$ cat src/rtl/uart_rx_8n1_if.sv
// uart_rx_8n1_if: received-byte, status and consumer-ready signals of the 8N1 receiver
interface uart_rx_8n1_if;
  logic [7:0] o_rx_data;
  logic       o_rx_data_valid;
  logic       o_rx_frame_err;
  logic       o_rx_overrun;
  logic       o_rx_busy;
  logic       i_rx_ready;
  modport master (output o_rx_data, o_rx_data_valid, o_rx_frame_err, o_rx_overrun, o_rx_busy, input i_rx_ready);
  modport slave  (input o_rx_data, o_rx_data_valid, o_rx_frame_err, o_rx_overrun, o_rx_busy, output i_rx_ready);
endinterface

$ cat src/rtl/uart_rx_8n1.sv
// uart_rx_8n1: 8N1 UART receiver with mid-bit sampling; define UART_RX_FIFO_EN for a FIFO_DEPTH-entry receive FIFO
module uart_rx_8n1 #(
  parameter int BAUDRATE   = 1250,
  parameter int FIFO_DEPTH = 16
) (
  input  logic clk,
  input  logic reset,
  input  logic i_rx_serial,
  uart_rx_8n1_if.master rx
);
  localparam int HALF = BAUDRATE / 2;
  localparam int CW   = $clog2(BAUDRATE);
  typedef enum logic [1:0] {IDLE, START, DATA, STOP} state_t;
  state_t        state;
  logic          s1, rxs, armed, accept;
  logic [CW-1:0] cnt;
  logic [2:0]    bit_idx;
  logic [7:0]    shift;
  always_comb accept = state == STOP && cnt == CW'(BAUDRATE - 1) && rxs;
  always_ff @(posedge clk) begin
    if (reset) begin
      s1                <= 1'b1;
      rxs               <= 1'b1;
      state             <= IDLE;
      armed             <= 1'b0;
      cnt               <= '0;
      bit_idx           <= '0;
      shift             <= '0;
      rx.o_rx_busy      <= 1'b0;
      rx.o_rx_frame_err <= 1'b0;
    end else begin
      s1                <= i_rx_serial;
      rxs               <= s1;
      rx.o_rx_frame_err <= 1'b0;
      case (state)
        IDLE: begin
          cnt <= '0;
          if (rxs) armed <= 1'b1;
          else if (armed) begin
            state        <= START;
            armed        <= 1'b0;
            rx.o_rx_busy <= 1'b1;
          end
        end
        START: begin
          if (cnt == CW'(HALF - 1)) begin
            cnt          <= '0;
            bit_idx      <= '0;
            state        <= rxs ? IDLE : DATA;
            armed        <= rxs;
            rx.o_rx_busy <= !rxs;
          end else cnt <= cnt + 1'b1;
        end
        DATA: begin
          if (cnt == CW'(BAUDRATE - 1)) begin
            cnt     <= '0;
            shift   <= {rxs, shift[7:1]};
            bit_idx <= bit_idx + 1'b1;
            if (bit_idx == 3'd7) state <= STOP;
          end else cnt <= cnt + 1'b1;
        end
        STOP: begin
          if (cnt == CW'(BAUDRATE - 1)) begin
            cnt               <= '0;
            state             <= IDLE;
            armed             <= rxs;
            rx.o_rx_busy      <= 1'b0;
            rx.o_rx_frame_err <= !rxs;
          end else cnt <= cnt + 1'b1;
        end
        default: state <= IDLE;
      endcase
    end
  end
`ifdef UART_RX_FIFO_EN
  localparam int AW = $clog2(FIFO_DEPTH);
  localparam logic [AW:0] FULL = (AW + 1)'(FIFO_DEPTH);
  logic [7:0]    mem [FIFO_DEPTH];
  logic [AW-1:0] rd, wr, rd_n;
  logic [AW:0]   level, level_pop, level_n;
  logic          pop, push;
  always_comb begin
    pop       = rx.o_rx_data_valid && rx.i_rx_ready;
    level_pop = level - {{AW{1'b0}}, pop};
    push      = accept && level_pop != FULL;
    level_n   = level_pop + {{AW{1'b0}}, push};
    rd_n      = rd + {{(AW-1){1'b0}}, pop};
  end
  always_ff @(posedge clk) if (push) mem[wr] <= shift;
  always_ff @(posedge clk) begin
    if (reset) begin
      rd                 <= '0;
      wr                 <= '0;
      level              <= '0;
      rx.o_rx_data       <= '0;
      rx.o_rx_data_valid <= 1'b0;
      rx.o_rx_overrun    <= 1'b0;
    end else begin
      if (push) wr <= wr + 1'b1;
      rd                 <= rd_n;
      level              <= level_n;
      rx.o_rx_data_valid <= level_n != '0;
      rx.o_rx_data       <= level_pop != '0 ? mem[rd_n] : push ? shift : rx.o_rx_data;
      rx.o_rx_overrun    <= accept && !push;
    end
  end
`else
  logic unused_ready;
  assign unused_ready = rx.i_rx_ready;
  always_ff @(posedge clk) begin
    if (reset) begin
      rx.o_rx_data       <= '0;
      rx.o_rx_data_valid <= 1'b0;
      rx.o_rx_overrun    <= 1'b0;
    end else begin
      rx.o_rx_data       <= accept ? shift : rx.o_rx_data;
      rx.o_rx_data_valid <= accept;
      rx.o_rx_overrun    <= 1'b0;
    end
  end
`endif
endmodule

$ cat src/flat_wrapper.sv
// flat-port wrapper written by rule: the top's interface ports become plain ports
module uart_rx_8n1_flat 
#(
  parameter int BAUDRATE   = 1250,
  parameter int FIFO_DEPTH = 16
)
  (clk, reset, i_rx_serial, rx_o_rx_data, rx_o_rx_data_valid, rx_o_rx_frame_err, rx_o_rx_overrun, rx_o_rx_busy, rx_i_rx_ready);
  uart_rx_8n1_if rx_i ();
  input  logic clk;
  input  logic reset;
  input  logic i_rx_serial;
  output wire logic [$bits(rx_i.o_rx_data)-1:0] rx_o_rx_data;
  output wire logic [$bits(rx_i.o_rx_data_valid)-1:0] rx_o_rx_data_valid;
  output wire logic [$bits(rx_i.o_rx_frame_err)-1:0] rx_o_rx_frame_err;
  output wire logic [$bits(rx_i.o_rx_overrun)-1:0] rx_o_rx_overrun;
  output wire logic [$bits(rx_i.o_rx_busy)-1:0] rx_o_rx_busy;
  input wire logic [$bits(rx_i.i_rx_ready)-1:0] rx_i_rx_ready;
  assign rx_o_rx_data = rx_i.o_rx_data;
  assign rx_o_rx_data_valid = rx_i.o_rx_data_valid;
  assign rx_o_rx_frame_err = rx_i.o_rx_frame_err;
  assign rx_o_rx_overrun = rx_i.o_rx_overrun;
  assign rx_o_rx_busy = rx_i.o_rx_busy;
  assign rx_i.i_rx_ready = rx_i_rx_ready;
  uart_rx_8n1 #(.BAUDRATE(BAUDRATE), .FIFO_DEPTH(FIFO_DEPTH)) u_core (.clk(clk), .reset(reset), .i_rx_serial(i_rx_serial), .rx(rx_i));
endmodule
$ cat config.mk
export PLATFORM = sky130hd
export DESIGN_NAME = uart_rx_8n1_flat
export DESIGN_NICKNAME = d
export VERILOG_FILES = /design/src/rtl/uart_rx_8n1_if.sv /design/src/rtl/uart_rx_8n1.sv /design/src/flat_wrapper.sv
export SDC_FILE = /design/constraint.sdc
export NUM_CORES = 1
export LEC_CHECK = 0
export CORE_MARGIN = 5
export CORE_UTILIZATION = 60
export DETAILED_ROUTE_END_ITERATION = 10
export GPL_ROUTABILITY_DRIVEN = 0
export PLACE_DENSITY = 0.84
export SYNTH_ARGS = -nofsm -noshare
export SYNTH_HDL_FRONTEND = slang
export SYNTH_SLANG_ARGS = --single-unit
$ cat constraint.sdc
create_clock -name clk -period 4 [get_ports clk]
set_input_delay 0.4 -clock clk [delete_from_list [all_inputs] [get_ports clk]]
set_output_delay 0.4 -clock clk [all_outputs]
set_load 0.01 [all_outputs]
# == Word-level counts from Yosys, hierarchy flattened ==
# Cells that the tools add are included.
# totals
register_bits,38
latchBits,0
mem_bits_rw,0
rom_bits,0
inputBits,4
out_inout_bits,12
n_memories,0
# classes
addsub,2
multipliers,0
n_div,0
magnitude_cmp,0
n_eq_ne,12
shifts,0
n_mux,23
bitwise_logic,2
reduce_logical,13
# ops
cell,n
$pmux 11 s3,1
$mux 11,2
$mux 2,7
$add 11x1->11 const B,1
$eq 11x10->1 const B,1
$eq 11x11->1 const B,1
$ne 2x1->1 const B,4
$pmux 2 s4,1
$mux 1,7
$mux 3,2
$pmux 1 s3,2
$pmux 3 s2,1
$reduce_and 3->1,2
$reduce_and 6->1,1
$reduce_and 5->1,1
$eq 2x2->1 const B,2
$ne 2x2->1 const B,2
$add 3x1->3 const B,1
$eq 3x3->1 const B,1
$reduce_bool 3->1,1
$reduce_or 3->1,1
$eq 2x1->1 const B,1
$logic_and 1x1->1,2
$logic_not 2->1,1
other kinds (5),6

# == Depth between registers and ports, before layout ==
# depth
word_depth,4
mapped_depth,7
mapped_depth_nobuf,6

# == Worst setup path before layout ==
# Ideal clock, no wire load.
# synth_timing
kind,register to register
from,register u_core.cnt[3]
to,register u_core.shift[0]
t_arrival_ns,1.582
slack_ns,2.291
path_stages_with_launch,7
path_buffers,2
synth_period_minus_slack_ns,1.709
cell_sequence,dfxtp_1 > or3_1 > buf_6 > nor4_4 > buf_6 > mux2i_1 > nor2_1
# synth_via
elab_chain_cells,2
# synth_lines
item,line_no,source
start: declaration,uart_rx_8n1.sv:16,logic [CW-1:0] cnt;
start signal: assignment,uart_rx_8n1.sv:52,end else cnt <= cnt + 1'b1;
start signal: assignment,uart_rx_8n1.sv:60,end else cnt <= cnt + 1'b1;
start signal: assignment,uart_rx_8n1.sv:69,end else cnt <= cnt + 1'b1;
$eq 11x11->1,uart_rx_8n1.sv:55,if (cnt == CW'(BAUDRATE - 1)) begin
$reduce_and 2->1 (no source line),--,
end signal: assignment,uart_rx_8n1.sv:57,"shift <= {rxs, shift[7:1]};"
end: declaration,uart_rx_8n1.sv:18,logic [7:0] shift;
# Every way passes these cells.
# A chain may end at the register's enable or synchronous reset.

# == Final worst setup path ==
# layout_timing
from,register u_core.cnt[0]
to,register u_core.shift[5]
# The elaborated chain is that of the path after synthesis.

==> summary.md <==
| Metric | Value |
|---|---|
| Core Region | `2710 µm²` |
| Port Buffers | `13` |
| FF-to-FF End | `u_core.shift[5]` |
| Die ar. | `3940 µm²` |
| Hold path depth | `1` |
| Yosys warnings | `0` |
| TNS Setup | `0 ns` |
| Worst-path clk slew | `0.11 ns` |
| Vias per Instance | `5.86` |
| Worst slew pin tran | `0.947 ns` |
| Share of layout cells above drive strength 1 | `6.95%` |
| Largest incremental delay on the critical path | `0.89 ns` |
| Post-Syn Area per Cell | `9.54 µm²` |
| Top_reg_cell synth | `dfxtp_1` |
| Worst Reg-to-Reg Cells | `5` |
| Chip height | `62.7 µm` |
| CTS tree | `done` |
| Synth unique cells | `35` |
| Post-synth EDFFs | `0` |
| # fillers | `219` |
| Max Cap Viol | `0` |
| Critical Path, Cell by Cell | `ha_1 -> nand3_1 -> nor4_4 -> mux2i_1 -> nor2_1` |
| CP required | `4.19 ns` |
| Fin Hold WS | `0.441 ns` |
| Final routed DRC violation total | `0` |
| Worst path slowest cell | `nor4_4` |
| Dpl cell area | `1790 µm²` |
| Width of the die | `62.7 µm` |
| Routed len/inst | `14.4 µm` |
| Initial antenna violation count | `0` |
| Post-synth top area share | `45.6%` |
| WP data arrival | `2.46 ns` |
| Tcrit/Tclk final | `56.7%` |
| Post-layout min period | `2.27 ns` |
| Cell taking the most area after synthesis | `dfxtp_1` |
| Achievable frequency | `441 MHz` |
| Syn-to-layout area delta | `12.4%` |
| First-pass DRT Iterations | `4` |
| H-tree levels | `2` |
| Root buffer cell | `clkbuf_4` |
| Synth area leaders | `dfxtp_1, mux2i_1, nor2_1` |
| Routed via count | `1277` |
| Setup Fix Bufs, Post-CTS | `0` |
| Post-layout net count | `196` |
| Area of the multi-input gates | `835 µm²` |
| Peak supply drop | `0.359 mV` |
| Hold WC Path Type | `reg2reg` |
| Cts bufs inserted | `5` |
| Post_cts resized | `0` |
| Post-DP HPWL | `2310 µm` |
| R2R Setup Slk | `1.73 ns` |
| Status | `complete, no violations` |
| Post-synth ARST share | `0%` |
| Clock Latency Late Sink | `0.33 ns` |
| Seq/Total Area, Yosys | `45.6%` |
| Starting Density | `61.6%` |
| Final Hold Vio Count | `0` |
| Core Rows | `19` |
| Synthesized flop and latch total | `38` |
| Worst Setup Path Type | `reg2reg` |
| Min-delay src | `u_core.s1` |
| Ant. Diodes | `0` |
| Startpoint Class | `flop` |
| Post-Syn Area | `1670 µm²` |
| First-pass GRT wire length | `5350 µm` |
| Leak Pwr | `0.605 nW` |
| Register area | `761 µm²` |
| Worst path bufs/invs | `0` |
| Final ANT Viol Nets | `0` |
| Pwr Density | `353 nW/µm²` |
| Largest net degree at the start of global routing | `30` |
| Total GRT Usage | `16.8%` |
| Cell family with most CP delay | `simple AND/OR/NAND/NOR gates` |
| Crit Reg-Reg Startpoint | `u_core.cnt[0]` |
| Final wirelength | `3130 µm` |
| Final Max Slew Viols | `0` |
| RSZ-0062 raised after global routing | `false` |
| Syn_nets | `184` |
| Commonest non-fill, non-tap cell in the layout | `dfxtp_1` |
| Vias in the first global route | `1268` |
| Final non-filler cell area | `1880 µm²` |
| Fin Clk Skew | `0.00544 ns` |
| GRT Residual Overflow | `0` |
| Worst rel slew slack | `36.4%` |
| Worst Hold End | `u_core.rxs` |
| Initial drt markers | `56` |
| Clock Path Buffers | `2` |
| Hold-fix buffers, CTS | `0` |
| Io pins | `16` |
| Clock Sinks | `38` |
| Worst path depth | `5` |
| Max FO, Critical Path | `14` |
| Most frequent cells in the layout | `dfxtp_1, nor2_1, mux2i_1, clkdlybuf4s50_1, xnor2_1` |
| Setup crit end kind | `flop` |
| Post-Syn Instances | `175` |
| # setup viols final | `0` |
## sequential cells by signal, indices dropped and copies added (netlist names), named ones only
register and flops:
u_core.rx.o_rx_data_valid 1, u_core.bit_idx 3, u_core.rx.o_rx_frame_err 1, u_core.armed 1
u_core.state 1, u_core.rxs 1, u_core.rx.o_rx_data 8, u_core.s1 1
u_core.shift 8, u_core.rx.o_rx_busy 1, u_core.cnt 11
## cell families after synthesis
group	share of synthesized area [%]
compound gates	4.35
xor+xnor	4.72
fa+ha+maj	3.75
buf+inv	4.80
flops	45.6
mux	11.5
other cells	0.225
simple gates	25.0
## cell usage after synthesis, types with 2 or more instances
master,n
nor2_1,33
nand2b_1,5
o31ai_1,2
ha_1,5
inv_1,6
nand3b_1,3
nor4bb_1,2
clkbuf_1,4
nor2b_1,2
buf_6,2
nand2_1,5
nand4_1,5
or2_2,2
dfxtp_1,38
nand4bb_1,2
xnor2_1,8
nand3_1,6
and3_1,2
mux2i_1,17
a21oi_1,4
nor3_1,5
buf_4,2
nor4_1,3
## worst register-to-register path: cells and delay by family (launching register included)
family        cells  cell delay, ns
flops             1            0.45
simple gates      3            1.20
fa+ha+maj         1            0.22
mux               1            0.27
## layer usage
layer	track usage (%)	vias to the layer above	share of wire [%]	wire (µm)
li1	-	625	-	-
met1	18.9	610	42	1310
met2	28.4	38	52	1620
met3	6.47	4	5.6	174
met4	6.63	0	0.80	25
met5	0	-	0	0
## cell type report
cell class,instances,area share (%)
Multi-Input combinational cell,122,44.5
Sequential cell,38,40.6
Timing Repair Buffer,14,7.34
Clock buffer,6,2.74
Tap cell,31,2.07
Clock inverter,1,1.60
Inverter,6,1.20
## stage by stage
step           cells  worst slack [ns]  power, W  utilization [%]
6_report         218              1.73  0.000663             69.2
5_1_grt          218              1.58  0.000689             69.2
4_1_cts          218              1.74  0.000670             69.2
3_5_place_dp     211              1.77  0.000409             66.2
3_3_place_gp     211              1.86  0.000408             66.2
2_1_floorplan    175              2.29  0.000404                -
## worst max path at each step
| stage | to | from |
|---|---|---|
| final | u_core.shift[5] | u_core.cnt[0] |
| after global routing | u_core.shift[4] | u_core.cnt[0] |
| after CTS | u_core.shift[6] | u_core.cnt[3] |
| after detailed placement | u_core.shift[6] | u_core.cnt[3] |
| after global placement | u_core.shift[5] | u_core.cnt[3] |
| after floorplan | u_core.shift[0] | u_core.cnt[3] |
## report_power, final
group | switching, W | internal, W
clock | 0.000117 | 0.000146
sequential | 0.00000311 | 0.000381
combinational | 0.00000893 | 0.00000730
No activity file was read; power rests on OpenSTA's default activity.
